===== src/rtl/vga_pkg.sv =====
// Shared VGA raster definitions.
//
// Holds the default 640x480@60 timing constants, the derived line/frame totals and
// sync windows, the 3/3/2 colour type and a small range-decode helper used by the
// scan controller.
package vga_pkg;

  // Width of the raster counters hc/vc; line and frame totals must fit in it.
  localparam int unsigned CNT_W = 10;

  // Horizontal timing, in pixel periods.
  localparam int unsigned H_VIS  = 640;
  localparam int unsigned H_FP   = 16;
  localparam int unsigned H_SYNC = 96;
  localparam int unsigned H_BP   = 48;
  localparam int unsigned H_TOT  = H_VIS + H_FP + H_SYNC + H_BP;

  // Vertical timing, in lines.
  localparam int unsigned V_VIS  = 480;
  localparam int unsigned V_FP   = 10;
  localparam int unsigned V_SYNC = 2;
  localparam int unsigned V_BP   = 33;
  localparam int unsigned V_TOT  = V_VIS + V_FP + V_SYNC + V_BP;

  // Inclusive sync windows in counter coordinates.
  localparam int unsigned HS_START = H_VIS + H_FP;
  localparam int unsigned HS_END   = HS_START + H_SYNC - 1;
  localparam int unsigned VS_START = V_VIS + V_FP;
  localparam int unsigned VS_END   = VS_START + V_SYNC - 1;

  // 8-bit colour as driven onto the VGA resistor DAC.
  typedef struct packed {
    logic [2:0] r;
    logic [2:0] g;
    logic [1:0] b;
  } rgb332_t;

  localparam rgb332_t RGB_BLACK = '0;

  // True when lo <= val <= hi.
  function automatic logic in_range(input logic [CNT_W-1:0] val,
                                    input int unsigned      lo,
                                    input int unsigned      hi);
    return (32'(val) >= lo) && (32'(val) <= hi);
  endfunction

endpackage


===== src/rtl/vga_pix_div.sv =====
// Pixel-rate strobe generator.
//
// Divides the system clock by CLK_DIV and emits a one-clock pix_tick on the last
// system clock of every pixel period. With CLK_DIV = 1 the strobe is constantly high.
//
// Ports:
//   clk      - system clock
//   rst      - synchronous active-high reset (divider returns to 0)
//   pix_tick - one-clock pulse per pixel period
module vga_pix_div #(
  parameter int unsigned CLK_DIV = 4
) (
  input  logic clk,
  input  logic rst,
  output logic pix_tick
);

  // A 1-bit counter is kept even for CLK_DIV = 1; it simply never leaves 0.
  localparam int unsigned    DivW   = (CLK_DIV > 1) ? $clog2(CLK_DIV) : 1;
  localparam logic [DivW-1:0] DivMax = DivW'(CLK_DIV - 1);

  logic [DivW-1:0] div_q;
  logic [DivW-1:0] div_d;

  always_comb begin
    div_d = div_q + DivW'(1);
    if (div_q == DivMax) begin
      div_d = '0;
    end
  end

  always_ff @(posedge clk) begin
    if (rst) begin
      div_q <= '0;
    end else begin
      div_q <= div_d;
    end
  end

  assign pix_tick = (div_q == DivMax);

endmodule


===== src/rtl/vga_scan_ctrl.sv =====
// VGA scan controller.
//
// Produces the raster counters hc/vc consumed by the paint blocks, samples the colour
// they return for the current (hc, vc) and drives blanked, registered RGB 3/3/2 plus
// active-low hsync/vsync onto the VGA pins. Sync is registered in the same stage as
// colour, so pin colour and sync for pixel (h, v) both appear one pixel period after
// the counters present (h, v).
//
// Ports:
//   clk, rst                      - system clock, synchronous active-high reset
//   pix_red/pix_green/pix_blue    - colour from paint logic for the current hc/vc
//   hc, vc                        - raster counters (visible area starts at 0,0)
//   pix_tick                      - one-clock strobe per pixel; counters advance on it
//   active                        - current hc/vc lies in the visible area
//   frame_start                   - pix_tick at (0,0)
//   hsync, vsync                  - active-low sync, registered
//   red, green, blue              - blanked colour, registered
module vga_scan_ctrl #(
  parameter int unsigned CLK_DIV = 4,
  parameter int unsigned H_VIS   = vga_pkg::H_VIS,
  parameter int unsigned H_FP    = vga_pkg::H_FP,
  parameter int unsigned H_SYNC  = vga_pkg::H_SYNC,
  parameter int unsigned H_BP    = vga_pkg::H_BP,
  parameter int unsigned V_VIS   = vga_pkg::V_VIS,
  parameter int unsigned V_FP    = vga_pkg::V_FP,
  parameter int unsigned V_SYNC  = vga_pkg::V_SYNC,
  parameter int unsigned V_BP    = vga_pkg::V_BP
) (
  input  logic       clk,
  input  logic       rst,
  input  logic [2:0] pix_red,
  input  logic [2:0] pix_green,
  input  logic [1:0] pix_blue,
  output logic [9:0] hc,
  output logic [9:0] vc,
  output logic       pix_tick,
  output logic       active,
  output logic       frame_start,
  output logic       hsync,
  output logic       vsync,
  output logic [2:0] red,
  output logic [2:0] green,
  output logic [1:0] blue
);

  import vga_pkg::*;

  localparam int unsigned HTot    = H_VIS + H_FP + H_SYNC + H_BP;
  localparam int unsigned VTot    = V_VIS + V_FP + V_SYNC + V_BP;
  localparam int unsigned HsStart = H_VIS + H_FP;
  localparam int unsigned HsEnd   = HsStart + H_SYNC - 1;
  localparam int unsigned VsStart = V_VIS + V_FP;
  localparam int unsigned VsEnd   = VsStart + V_SYNC - 1;

  // Elaboration-time sanity checks on the timing parameters.
  if (CLK_DIV < 1) begin : g_bad_clk_div
    $error("vga_scan_ctrl: CLK_DIV must be >= 1");
  end
  if (HTot > (1 << CNT_W)) begin : g_bad_h_tot
    $error("vga_scan_ctrl: horizontal total exceeds 10-bit counter range");
  end
  if (VTot > (1 << CNT_W)) begin : g_bad_v_tot
    $error("vga_scan_ctrl: vertical total exceeds 10-bit counter range");
  end
  if (H_SYNC < 1 || V_SYNC < 1) begin : g_bad_sync
    $error("vga_scan_ctrl: sync widths must be >= 1");
  end

  localparam logic [CNT_W-1:0] HLast = CNT_W'(HTot - 1);
  localparam logic [CNT_W-1:0] VLast = CNT_W'(VTot - 1);

  // ---------------------------------------------------------------------------
  // Pixel strobe
  // ---------------------------------------------------------------------------
  logic tick;

  vga_pix_div #(
    .CLK_DIV (CLK_DIV)
  ) u_pix_div (
    .clk      (clk),
    .rst      (rst),
    .pix_tick (tick)
  );

  // ---------------------------------------------------------------------------
  // Raster counters
  // ---------------------------------------------------------------------------
  logic [CNT_W-1:0] hc_q, hc_d;
  logic [CNT_W-1:0] vc_q, vc_d;

  always_comb begin
    hc_d = hc_q + CNT_W'(1);
    vc_d = vc_q;
    if (hc_q == HLast) begin
      hc_d = '0;
      if (vc_q == VLast) begin
        vc_d = '0;
      end else begin
        vc_d = vc_q + CNT_W'(1);
      end
    end
  end

  // ---------------------------------------------------------------------------
  // Decode of the current raster position
  // ---------------------------------------------------------------------------
  logic    vis;
  logic    hs_n;
  logic    vs_n;
  rgb332_t pix_in;
  rgb332_t rgb_d;

  always_comb begin
    vis    = (32'(hc_q) < H_VIS) && (32'(vc_q) < V_VIS);
    hs_n   = !in_range(hc_q, HsStart, HsEnd);
    vs_n   = !in_range(vc_q, VsStart, VsEnd);
    pix_in = '{r: pix_red, g: pix_green, b: pix_blue};
    // Paint output is ignored outside the visible area; the pins are forced black.
    rgb_d  = vis ? pix_in : RGB_BLACK;
  end

  // ---------------------------------------------------------------------------
  // Counter and output registers; everything advances together on the strobe so
  // colour and sync for a pixel leave the block in the same cycle.
  // ---------------------------------------------------------------------------
  rgb332_t rgb_q;
  logic    hsync_q;
  logic    vsync_q;

  always_ff @(posedge clk) begin
    if (rst) begin
      hc_q    <= '0;
      vc_q    <= '0;
      rgb_q   <= RGB_BLACK;
      hsync_q <= 1'b1;
      vsync_q <= 1'b1;
    end else if (tick) begin
      hc_q    <= hc_d;
      vc_q    <= vc_d;
      rgb_q   <= rgb_d;
      hsync_q <= hs_n;
      vsync_q <= vs_n;
    end
  end

  // ---------------------------------------------------------------------------
  // Outputs
  // ---------------------------------------------------------------------------
  assign hc          = hc_q;
  assign vc          = vc_q;
  assign pix_tick    = tick;
  assign active      = vis;
  assign frame_start = tick && (hc_q == '0) && (vc_q == '0);
  assign hsync       = hsync_q;
  assign vsync       = vsync_q;
  assign red         = rgb_q.r;
  assign green       = rgb_q.g;
  assign blue        = rgb_q.b;

endmodule


===== config.mk =====
export PLATFORM = sky130hd
export DESIGN_NAME = vga_scan_ctrl
export DESIGN_NICKNAME = d
export VERILOG_FILES = /design/src/rtl/vga_pkg.sv /design/src/rtl/vga_pix_div.sv /design/src/rtl/vga_scan_ctrl.sv
export SDC_FILE = /design/constraint.sdc
export NUM_CORES = 1
export LEC_CHECK = 0
export ABC_AREA = 0
export BUFFER_PORTS_ARGS = -buffer_cell sky130_fd_sc_hd__buf_4
export CAP_MARGIN = 5
export CORE_MARGIN = 2
export CORE_UTILIZATION = 35
export CTS_BUF_LIST = sky130_fd_sc_hd__clkbuf_8
export DETAILED_ROUTE_END_ITERATION = 8
export PLACE_DENSITY = 0.65
export SLEW_MARGIN = 20
export SYNTH_ARGS = -nofsm -noshare
export SYNTH_HDL_FRONTEND = slang
export SYNTH_SLANG_ARGS = --single-unit
export TNS_END_PERCENT = 5

===== constraint.sdc =====
create_clock -name clk -period 2.1 [get_ports clk]
set_clock_uncertainty 0.05 [all_clocks]
set_input_delay 0.21 -clock clk [delete_from_list [all_inputs] [get_ports clk]]
set_output_delay 0.21 -clock clk [all_outputs]
set_load 0.005 [all_outputs]

# ---- Word level (Yosys, flattened, before mapping)
# Index checks and enable logic that the tools add are counted.
dict set report classes {
  add_sub_neg 3
  n_lt_le_gt_ge 6
  n_eq_ne 3
  muxes 3
  reduce_logical 11
}
# cell count
set ops {}
lappend ops {{$add 10x1->10 const B} 2}
lappend ops {{$eq 10x10->1 const B} 2}
lappend ops {{$logic_not 10->1} 2}
lappend ops {{$mux 10} 2}
lappend ops {{$ge 10x10->1 const B} 1}
lappend ops {{$ge 10x9->1 const B} 1}
lappend ops {{$le 10x10->1 const B} 1}
lappend ops {{$le 10x9->1 const B} 1}
lappend ops {{$lt 10x10->1 const B} 1}
lappend ops {{$lt 10x9->1 const B} 1}
lappend ops {{$mux 8} 1}
lappend ops {{$logic_and 1x1->1} 5}
lappend ops {{$add 2x1->2 const B} 1}
lappend ops {{$eq 2x2->1 const B} 1}
lappend ops {{$logic_not 1->1} 2}
lappend ops {{$reduce_and 2->1} 1}
lappend ops {{$reduce_or 2->1} 1}
dict set report word_totals {
  reg_bits 32
  input_bits 10
}

# ---- Logic depth before layout (Yosys ltp)
# Gate-level depths: netlist (run 1).
dict set report depth {
  ltp_word 3
  ltp_mapped 6
  mapped_depth_nobuf 6
}

# ---- Hierarchy
# From an unflattened synthesis (run 1), not the netlist that was laid out.
dict set report hier_totals {
  cells_unflattened 179
  hier_area_um2 1565.3
}
# module n_inst cells_per_inst area_per_inst_um2 seq_area_each_um2
set modules_own_cells {}
lappend modules_own_cells {vga_scan_ctrl 1 174 1490.2 600.6}
lappend modules_own_cells {vga_pix_div 1 5 75.1 40.0}

# ---- Least setup slack after synthesis (run 1)
# OpenSTA, ideal clock, no wires.
dict set report synth_timing {
  path_kind {register to register}
  startpoint {register hc_q[0] (netlist: hc[0])}
  endpoint {register vc_q[7] (netlist: vc[7])}
  setup_ns 0.070
  arrival_ns 1.793
  t_required_ns 1.980
  path_slack_ns 0.187
  path_stages_with_launch 6
  n_path_buf 0
  period_less_slack_ns 1.913
  cell_sequence {dfxtp_1 ha_1 nand4_4 or4_4 or3_1 a21oi_1}
}
dict set report synth_between {
  elab_chain_len 2
}
# element line
set synth_lines {}
lappend synth_lines {{start: declaration} vga_scan_ctrl.sv:88} ;# logic [CNT_W-1:0] hc_q, hc_d;
lappend synth_lines {{start signal: assignment} vga_scan_ctrl.sv:132} ;# hc_q <= '0;
lappend synth_lines {{start signal: assignment} vga_scan_ctrl.sv:138} ;# hc_q <= hc_d;
lappend synth_lines {{$eq 10x10->1} vga_scan_ctrl.sv:94} ;# if (hc_q == HLast) begin
lappend synth_lines {{$reduce_and 2->1 (no line)} --}
lappend synth_lines {{end signal: assignment} vga_scan_ctrl.sv:139} ;# vc_q <= vc_d;
lappend synth_lines {{end: declaration} vga_scan_ctrl.sv:89} ;# logic [CNT_W-1:0] vc_q, vc_d;
# No other way between the ends.
# A chain may end at the register's enable or synchronous reset.

# ---- Final worst setup path (run 1)
dict set report layout_timing {
  startpoint {register hc_q[0] (netlist: hc[0])}
  endpoint {register vc_q[9] (netlist: vc[9])}
}
# Same word-level chain as after synthesis.

==> impl_metrics.toml, run 1 <==
[floorplan]
core_um2 = 4060
io_pins = 43
die_area_um2 = 4820
dieWidth_um = 69.4
start_util = 0.369
placementRows = 23
die_y_um = 69.4

[clocking]
cts_buffers = 5
post-cts-setup-buffer-count = 0
cts_max_level = 2
insertion_delay_ps = 280
cts_tree = "built"
root_buffer = "clkbuf_8"
clk_transition_reported_paths_ps = 60
clk_path_buf_depth = 2
cts.sinks = 32

[setup_path]
crit_fanout = 5
required_ps = 2270
setup.worst_path.end_class = "flop"
cp-start-kind = "flop"
critPathKind = "flop to flop"
cp-startpoint = "hc[0]$_SDFFE_PP0P_"
reg2reg_from = "hc[0]$_SDFFE_PP0P_"
rr_worst_depth = 5
arrival_ps = 2110

[yosys]
ys_seq_area_frac = 0.428
synthXorXnorAreaFrac = 0.0760
synth_ff_type = "dfxtp_1"
synth_compound_area_frac = 0.109
synth_mux_area_frac = 0.00668
synthAdderAreaFrac = 0.0418
async_flop_share = 0
ys_types = 35
synth_top_family_by_area = "simple AND/OR/NAND/NOR gates"
syn-mean-instance-area_um2 = 9.30
synth_fp_nets = 176
yosysWarnings = 0
synth_edf_count = 0
ys_ff_latch = 32
synth-simple-area-share = 0.304
postSynthCellCount = 161
synth_area_um2 = 1500

[min_path]
hp-start = "pix_green[1]"
whs_path_depth = 2
hold_class = "primary input to flop"

[finish]
finalNetCount = 226
fillers = 383
final_common_cell = "buf_4"
area_delta_synth_final_pct = 33.8
final_cell_mix = "49 x buf_4, 32 x dfxtp_1, 15 x nor2_1, 11 x nor3_1, 9 x nor4_1"
n_antenna_cell = 0
drive_gt1_frac = 0.297

[grt]
grt_pass1_vias = 1328
grtUsageTotal = 0.160
grt_max_degree = 21
grt_pass1_wl_um = 6220
antenna_found_initial = 0
overflow = 0

[sta]
period_share = 0.925
grt_setup_unrepaired = "false"
worst_slack_ps = 157
drv_slew = 0
final_hold_viol_count = 0
period_needed_ps = 1940
max_freq_mhz = 515
setup_tns_ps = 0
relSlewSlack = 0.611
setup-violations-final = 0
worst_pin_slew_ps = 582

[pwr]
switching_share = 0.221
p_int_mw = 0.918
cellPowerDensity_nw_per_um2 = 588
total_power_mw = 1.18
p_leak_nw = 0.860
seq_power_share = 0.532
pwr-share-comb = 0.064
pwr-share-clk = 0.404
vdd_ir_drop_max_uv = 335
power.switching_mw = 0.261

[place]
io_buffers = 42
dp_slack_ps = 159
hpwl_um = 2710
gp_congestion = 0.780

[routing]
wire_per_inst_um = 14.3
drtPass1Iterations = 4
routed_wl_um = 3740
vias = 1371
remaining_drc_errors = 0
viasPerCell = 5.23
drtAntennaViolNets = 0
drt_iter0_markers = 51

[status]
status = "completed"

[run]
drv_cap = 0
layer usage:
layer / global-route usage / vias to the layer above / wire, um
li1: - / 690 / -
met1: 0.206 / 637 / 1760
met2: 0.245 / 38 / 1700
met3: 0.0552 / 6 / 224
met4: 0.0654 / 0 / 52
met5: 0 / - / 0
critical path: stages, from the launching register on:
cell	delay, ps
dfxtp_1	400
ha_1	270
nand4_4	120
or4_4	580
or3_1	320
a21oi_1	130
registers in the layout (all words and copies together) (netlist names):
register	cells
blue	2
red	3
green	3
hc	10
hsync	1
u_pix_div.div_q	2
vsync	1
vc	10
power groups by stage:
stage	combinational (mW)	sequential, mW	clock (mW)
final	0.0755	0.627	0.476
after global routing	0.0838	0.628	0.523
after CTS	0.0761	0.627	0.493
after detailed placement	0.0757	0.640	0
after global placement	0.0752	0.640	0
after floorplan	0.0346	0.640	0
cell type report:
cell class / instances / area (um^2) / share of cell area
multi-input cells: 116 / 808 / 0.403
flip-flops and latches: 32 / 641 / 0.320
repair buffers: 50 / 379 / 0.189
clock buffers: 6 / 82.6 / 0.0412
well taps: 50 / 62.6 / 0.0312
inverters: 6 / 22.5 / 0.0112
clock inverters: 2 / 7.51 / 0.00375
stage by stage:
| stage | hold WS, ps | utilization | instance area (um^2) | std cells |
|---|---|---|---|---|
| floorplan | 286 | - | 1500 | 161 |
| global placement | 366 | 0.470 | 1910 | 254 |
| detailed placement | 375 | 0.470 | 1910 | 254 |
| CTS | 75.2 | 0.492 | 2000 | 262 |
| global route | 73.1 | 0.494 | 2000 | 262 |
| finish | 85.3 | 0.494 | 2000 | 262 |
Yosys cell counts (all sizes together) (4+ instances only):
library cell  number  area (um^2)
inv                6         22.5
xnor2              6         52.6
a22o               8         70.1
nor3              12         65.1
nor2              15         56.3
nand2b             4         25.0
nand4              7         58.8
a21oi              4         20.0
nand3              7         35.0
o21ai              4         20.0
xor2               7         61.3
ha                 5         62.6
nor4               9         56.3
clkbuf             4         15.0
dfxtp             32          641
nand2              6         22.5
final timing paths:
path	to	slack, ps
worst max-delay path	vc[9]$_SDFFE_PP0P_	160
worst min-delay path	green[1]$_SDFFE_PP0P_	90
worst max register to register	vc[9]$_SDFFE_PP0P_	160
worst min register to register	u_pix_div.div_q[0]$_SDFF_PP0_	400
cells by family after synthesis:
kind of cell / count (synthesis)
buffers and inverters: 13
and+or+nand+nor: 75
DFF: 32
muxes: 1
adders and majority gates: 5
xor gates and xnor gates: 13
AOI/OAI and AO/OA: 22
timing repair:
item	CTS	global route
hold endpoints to repair	0	0
resized for setup	0	2
endpoints found under the setup margin	0	1
hold buffers	0	0
No activity file was read; power rests on OpenSTA's default activity.
==> run 2: changes to the inputs <==
PLACE_DENSITY = 0.64   (was 0.65)
SYNTH_HIERARCHICAL = 1   (was not set)
==> run 2 against run 1 <==
  * Core utilization is 1.8 points lower
  * Largest power group unchanged
  * Power fell by 1.4%
  * First-iteration DRC count increased by 120%
  * Wire length decreased by 2.2%
  * Critical path depth shrank 2
  * Largest cell class unchanged
  * Fmax grew 0.29%
  * Combinational power is 26% higher
  * Non-clock buffer count unchanged
  * Cell area up 2.7%
  * Via count is 7.1% higher
==> impl_metrics.toml, run 2 <==
[finish]
n_antenna_cell = 0
area_delta_synth_final_pct = 31.4
drive_gt1_frac = 0.295
fillers = 434
multi_input_area_um2 = 876
finalNetCount = 242
final_common_cell = "buf_4"
final_cell_mix = "50 x buf_4, 32 x dfxtp_1, 18 x a21oi_1, 14 x nand3_1, 13 x nor2_1"
ff_latch_area_um2 = 641
final_cells = 279
stdcell_area_um2 = 2060
final_util = 0.476

[routing]
vias = 1469
routed_wl_um = 3650
viasPerCell = 5.27
drtPass1Iterations = 4
drt_iter0_markers = 112
remaining_drc_errors = 0
wire_per_inst_um = 13.1
drtAntennaViolNets = 0

[yosys]
synth_top_cell_area_share = 0.409
synth.most_common_cell = "dfxtp_1"
synth_top_area_cell = "dfxtp_1"
synth_ff_type = "dfxtp_1"
ys_ff_latch = 32
async_flop_share = 0
synth_area_leaders = "dfxtp_1 41%, a21oi_1 5.8%, nand3_1 4.5%, nand2b_1 4.4%, ha_1 4.0%"
synthXorXnorAreaFrac = 0.0504
synth_mux_area_frac = 0.00639
postSynthCellCount = 179
synth_compound_area_frac = 0.106
synth_top_family_by_area = "simple AND/OR/NAND/NOR gates"
synth_top_cells_by_count = "32 x dfxtp_1, 18 x a21oi_1, 14 x nand3_1"
yosysWarnings = 6
synth_area_um2 = 1570
ys_seq_area_frac = 0.409
ys_types = 42
synth_edf_count = 0
synth_fp_nets = 194
synthAdderAreaFrac = 0.0400
synth-simple-area-share = 0.345
syn-mean-instance-area_um2 = 8.74

[sta]
period_needed_ps = 1940
worst_slack_ps = 162
relSlewSlack = 0.734
max_freq_mhz = 516
period_share = 0.923
setup_tns_ps = 0
setup-violations-final = 0
drv_slew = 0
final_hold_viol_count = 0
worst_pin_slew_ps = 398
grt_setup_unrepaired = "false"

[place]
dp_cells = 272
io_buffers = 42
gp_congestion = 0.838
dp_slack_ps = 263
hpwl_um = 2570
place_area_um2 = 1960

[min_path]
hold_class = "primary input to flop"

[floorplan]
core_um2 = 4320
start_util = 0.362
die_y_um = 70.9
placementRows = 24
io_pins = 43
die_area_um2 = 5020
dieWidth_um = 70.9

[clocking]
root_buffer = "clkbuf_8"
cts_max_level = 2
insertion_delay_ps = 280
post-cts-setup-buffer-count = 0
clk_path_buf_depth = 2
cts.sinks = 32
cts_buffers = 5
cts_tree = "built"
clk_transition_reported_paths_ps = 60

[pwr]
p_int_mw = 0.896
switching_share = 0.229
pwr-share-clk = 0.373
pwr-share-comb = 0.082
power.switching_mw = 0.266
vdd_ir_drop_max_uv = 476
cellPowerDensity_nw_per_um2 = 565
seq_power_share = 0.546
p_leak_nw = 0.796

[grt]
grt_max_degree = 23
grt_pass1_vias = 1307
overflow = 0
antenna_found_initial = 0
grtUsageTotal = 0.156
grt_pass1_wl_um = 6220

[setup_path]
cp-start-kind = "flop"
setup.worst_path.end_class = "primary output"
required_ps = 1840
crit_fanout = 11
r2r_slack_ps = 320
critPathKind = "flop to primary output"
arrival_ps = 1680

[run]
drv_cap = 0

[status]
status = "completed"
-- run 2: power by group through the flow --
stage / Clock (mW) / Sequential (mW) / Combinational [mW]
CTS: 0.453 / 0.634 / 0.0964
global route: 0.480 / 0.636 / 0.106
detailed placement: 0 / 0.648 / 0.0954
global placement: 0 / 0.648 / 0.0949
finish: 0.433 / 0.634 / 0.0949
floorplan: 0 / 0.646 / 0.0507
-- run 2: final timing paths --
path / cells after the start / to / start
max: 3 / frame_start / hc[5]$_SDFFE_PP0P_
min: 3 / red[2]$_SDFFE_PP0P_ / pix_red[2]
max reg2reg: 5 / vc[3]$_SDFFE_PP0P_ / hc[2]$_SDFFE_PP0P_
min reg2reg: 1 / u_pix_div/div_q[0]$_SDFF_PP0_ / u_pix_div/div_q[0]$_SDFF_PP0_
-- run 2: cell families after synthesis --
logic type | Yosys count
xor+xnor | 9
flops | 32
mux | 1
compound gates | 29
buf+inv | 15
fa+ha+maj | 5
simple gates | 88
-- run 2: through the flow --
step / power, mW / hold WS (ps)
5_1_grt: 1.22 / 154
3_5_place_dp: 0.743 / 373
6_report: 1.16 / 148
2_1_floorplan: 0.697 / 231
3_3_place_gp: 0.743 / 365
4_1_cts: 1.18 / 142
-- run 2: final cells by class --
| type | count | area share |
|---|---|---|
| Clock buffer | 5 | 0.0335 |
| Timing Repair Buffer | 50 | 0.182 |
| Inverter | 6 | 0.0109 |
| Clock inverter | 2 | 0.00426 |
| Multi-Input combinational cell | 132 | 0.426 |
| Tap cell | 52 | 0.0316 |
| Sequential cell | 32 | 0.311 |
-- run 2: critical path, cell delays in order (launching register included) --
cell	delay (ps)
dfxtp_1	420
or4_1	570
nor4_2	250
buf_4	150
-- run 2: repair_timing --
item,in CTS,in global routing
hold buffers,0,0
hold endpoints to repair,0,0
gates resized for setup,2,1
pin swaps,0,1
gates cloned,0,0
endpoints found under the setup margin,1,1
-- run 2: layer usage --
metal / up-vias / global-route usage / wire length [um] / part of all wire
li1: 738 / - / - / -
met1: 675 / 0.208 / 1770 / 0.48
met2: 48 / 0.223 / 1540 / 0.42
met3: 8 / 0.0584 / 272 / 0.074
met4: 0 / 0.0755 / 79 / 0.022
met5: - / 0 / 0 / 0
==> run 3: changes to the inputs <==
PLACE_DENSITY = 0.57   (was 0.64)
==> run 3 against run 2 <==
  * Non-clock buffer count decreased by 1
  * Sequential share of layout area increased by 0.076 points
  * First-iteration DRC count decreased by 2.7%
  * Core utilization decreased by 0.12 points
  * Via count decreased by 2.1%
  * Cell area decreased by 0.24%
  * Wire length increased by 7.2%
  * Combinational power increased by 2%
  * Sequential power about the same
  * Register-to-register slack got worse by 30 ps
  * Global-route usage increased by 0.63 points
  * Worst hold slack improved by 12 ps
  * Critical path type unchanged
==> impl_metrics.toml, run 3 (synthesized netlist as in run 2, its figures left out) <==
[status]
status = "completed"

[routing]
routed_wl_um = 3920
remaining_drc_errors = 0
wire_per_inst_um = 14.1
drtAntennaViolNets = 0
vias = 1438
drt_iter0_markers = 109
drtPass1Iterations = 4
viasPerCell = 5.17

[finish]
n_antenna_cell = 0
multi_input_area_um2 = 878
fillers = 453
finalNetCount = 241
drive_gt1_frac = 0.288
ff_latch_area_um2 = 641
final_cell_mix = "49 x buf_4, 32 x dfxtp_1, 18 x a21oi_1, 14 x nand3_1, 13 x nor2_1"
final_common_cell = "buf_4"
final_util = 0.475
area_delta_synth_final_pct = 31.1
stdcell_area_um2 = 2050

[clocking]
cts_buffers = 5
clk_path_buf_depth = 2
cts_tree = "built"
post-cts-setup-buffer-count = 0
cts.sinks = 32
root_buffer = "clkbuf_8"
hold_buffers = 0
insertion_delay_ps = 280
cts_max_level = 2
clk_transition_reported_paths_ps = 70
cts.repair.resized = 0

[setup_path]
setup.worst_path.end_class = "primary output"
r2r_slack_ps = 290
required_ps = 1840
critPathMaxStageDelay_ps = 360
cp-startpoint = "vc[0]$_SDFFE_PP0P_"
path_cells = "inv_1 -> ha_1 -> nor4b_4 -> nand4_1 -> nor4_1 -> buf_4"
cp_slowest_cell = "dfxtp_1"
reg2reg_from = "vc[1]$_SDFFE_PP0P_"
cp-start-kind = "flop"
critPathKind = "flop to primary output"
crit_fanout = 5
arrival_ps = 1650

[grt]
grt_max_degree = 22
grt_pass1_vias = 1320
grt_pass1_wl_um = 6440
antenna_found_initial = 0
overflow = 0
grtUsageTotal = 0.163

[run]
drv_cap = 0

[sta]
max_freq_mhz = 523
drv_slew = 0
grt_setup_unrepaired = "false"
period_needed_ps = 1910
worst_slack_ps = 187
worst_pin_slew_ps = 401
setup-violations-final = 0
whs_ps = 160
period_share = 0.911
final_hold_viol_count = 0
relSlewSlack = 0.732
setup_tns_ps = 0

[floorplan]
io_pins = 43
start_util = 0.362
die_y_um = 70.9
die_area_um2 = 5020
placementRows = 24
dieWidth_um = 70.9
core_um2 = 4320

[place]
io_buffers = 42
hpwl_um = 2670
gp_congestion = 0.804
place_area_um2 = 1950
dp_slack_ps = 304

[min_path]
hp-start = "pix_blue[1]"
hold_class = "primary input to flop"

[pwr]
cellPowerDensity_nw_per_um2 = 571
vdd_ir_drop_max_uv = 274
p_leak_nw = 0.801
-- run 3: path summary, 6_finish.rpt --
path                                                 endpoint  cells past startpoint
worst max-delay path                              frame_start                      6
worst min-delay path                     blue[1]$_SDFFE_PP0P_                      3
worst max register to register             vc[4]$_SDFFE_PP0P_                      5
worst min register to register  u_pix_div/div_q[0]$_SDFF_PP0_                      1
-- run 3: stage by stage --
stage               cells  total power, mW
floorplan             179            0.697
global placement      271            0.745
detailed placement    271            0.745
CTS                   278             1.19
global route          278             1.22
finish                278             1.17
-- run 3: routing by layer --
| layer | vias up | track usage | routed length (um) |
|---|---|---|---|
| met5 | - | 0 | 0 |
| met4 | 0 | 0.0503 | 47 |
| met3 | 6 | 0.0598 | 265 |
| met2 | 40 | 0.244 | 1760 |
| met1 | 659 | 0.218 | 1850 |
| li1 | 733 | - | - |
-- run 3: area by class of cell --
type | instances | area share
multi-input cells | 132 | 0.428
flip-flops and latches | 32 | 0.312
repair buffers | 49 | 0.179
clock buffers | 5 | 0.0335
well taps | 52 | 0.0317
inverters | 6 | 0.0110
clock inverters | 2 | 0.00427
-- run 3: critical path: cells and delay by family (launching register included) --
kind | cells | cell delay [ps]
adders and majority gates | 1 | 160
buffers and inverters | 2 | 260
DFF | 1 | 360
and+or+nand+nor | 3 | 590
-- run 3: where the power goes --
part	switching [mW]	internal [mW]	total, mW	leakage (nW)
logic	0.0425	0.0544	0.0969	0.497
clock network	0.220	0.220	0.440	0.0452
registers	0.0123	0.622	0.634	0.259
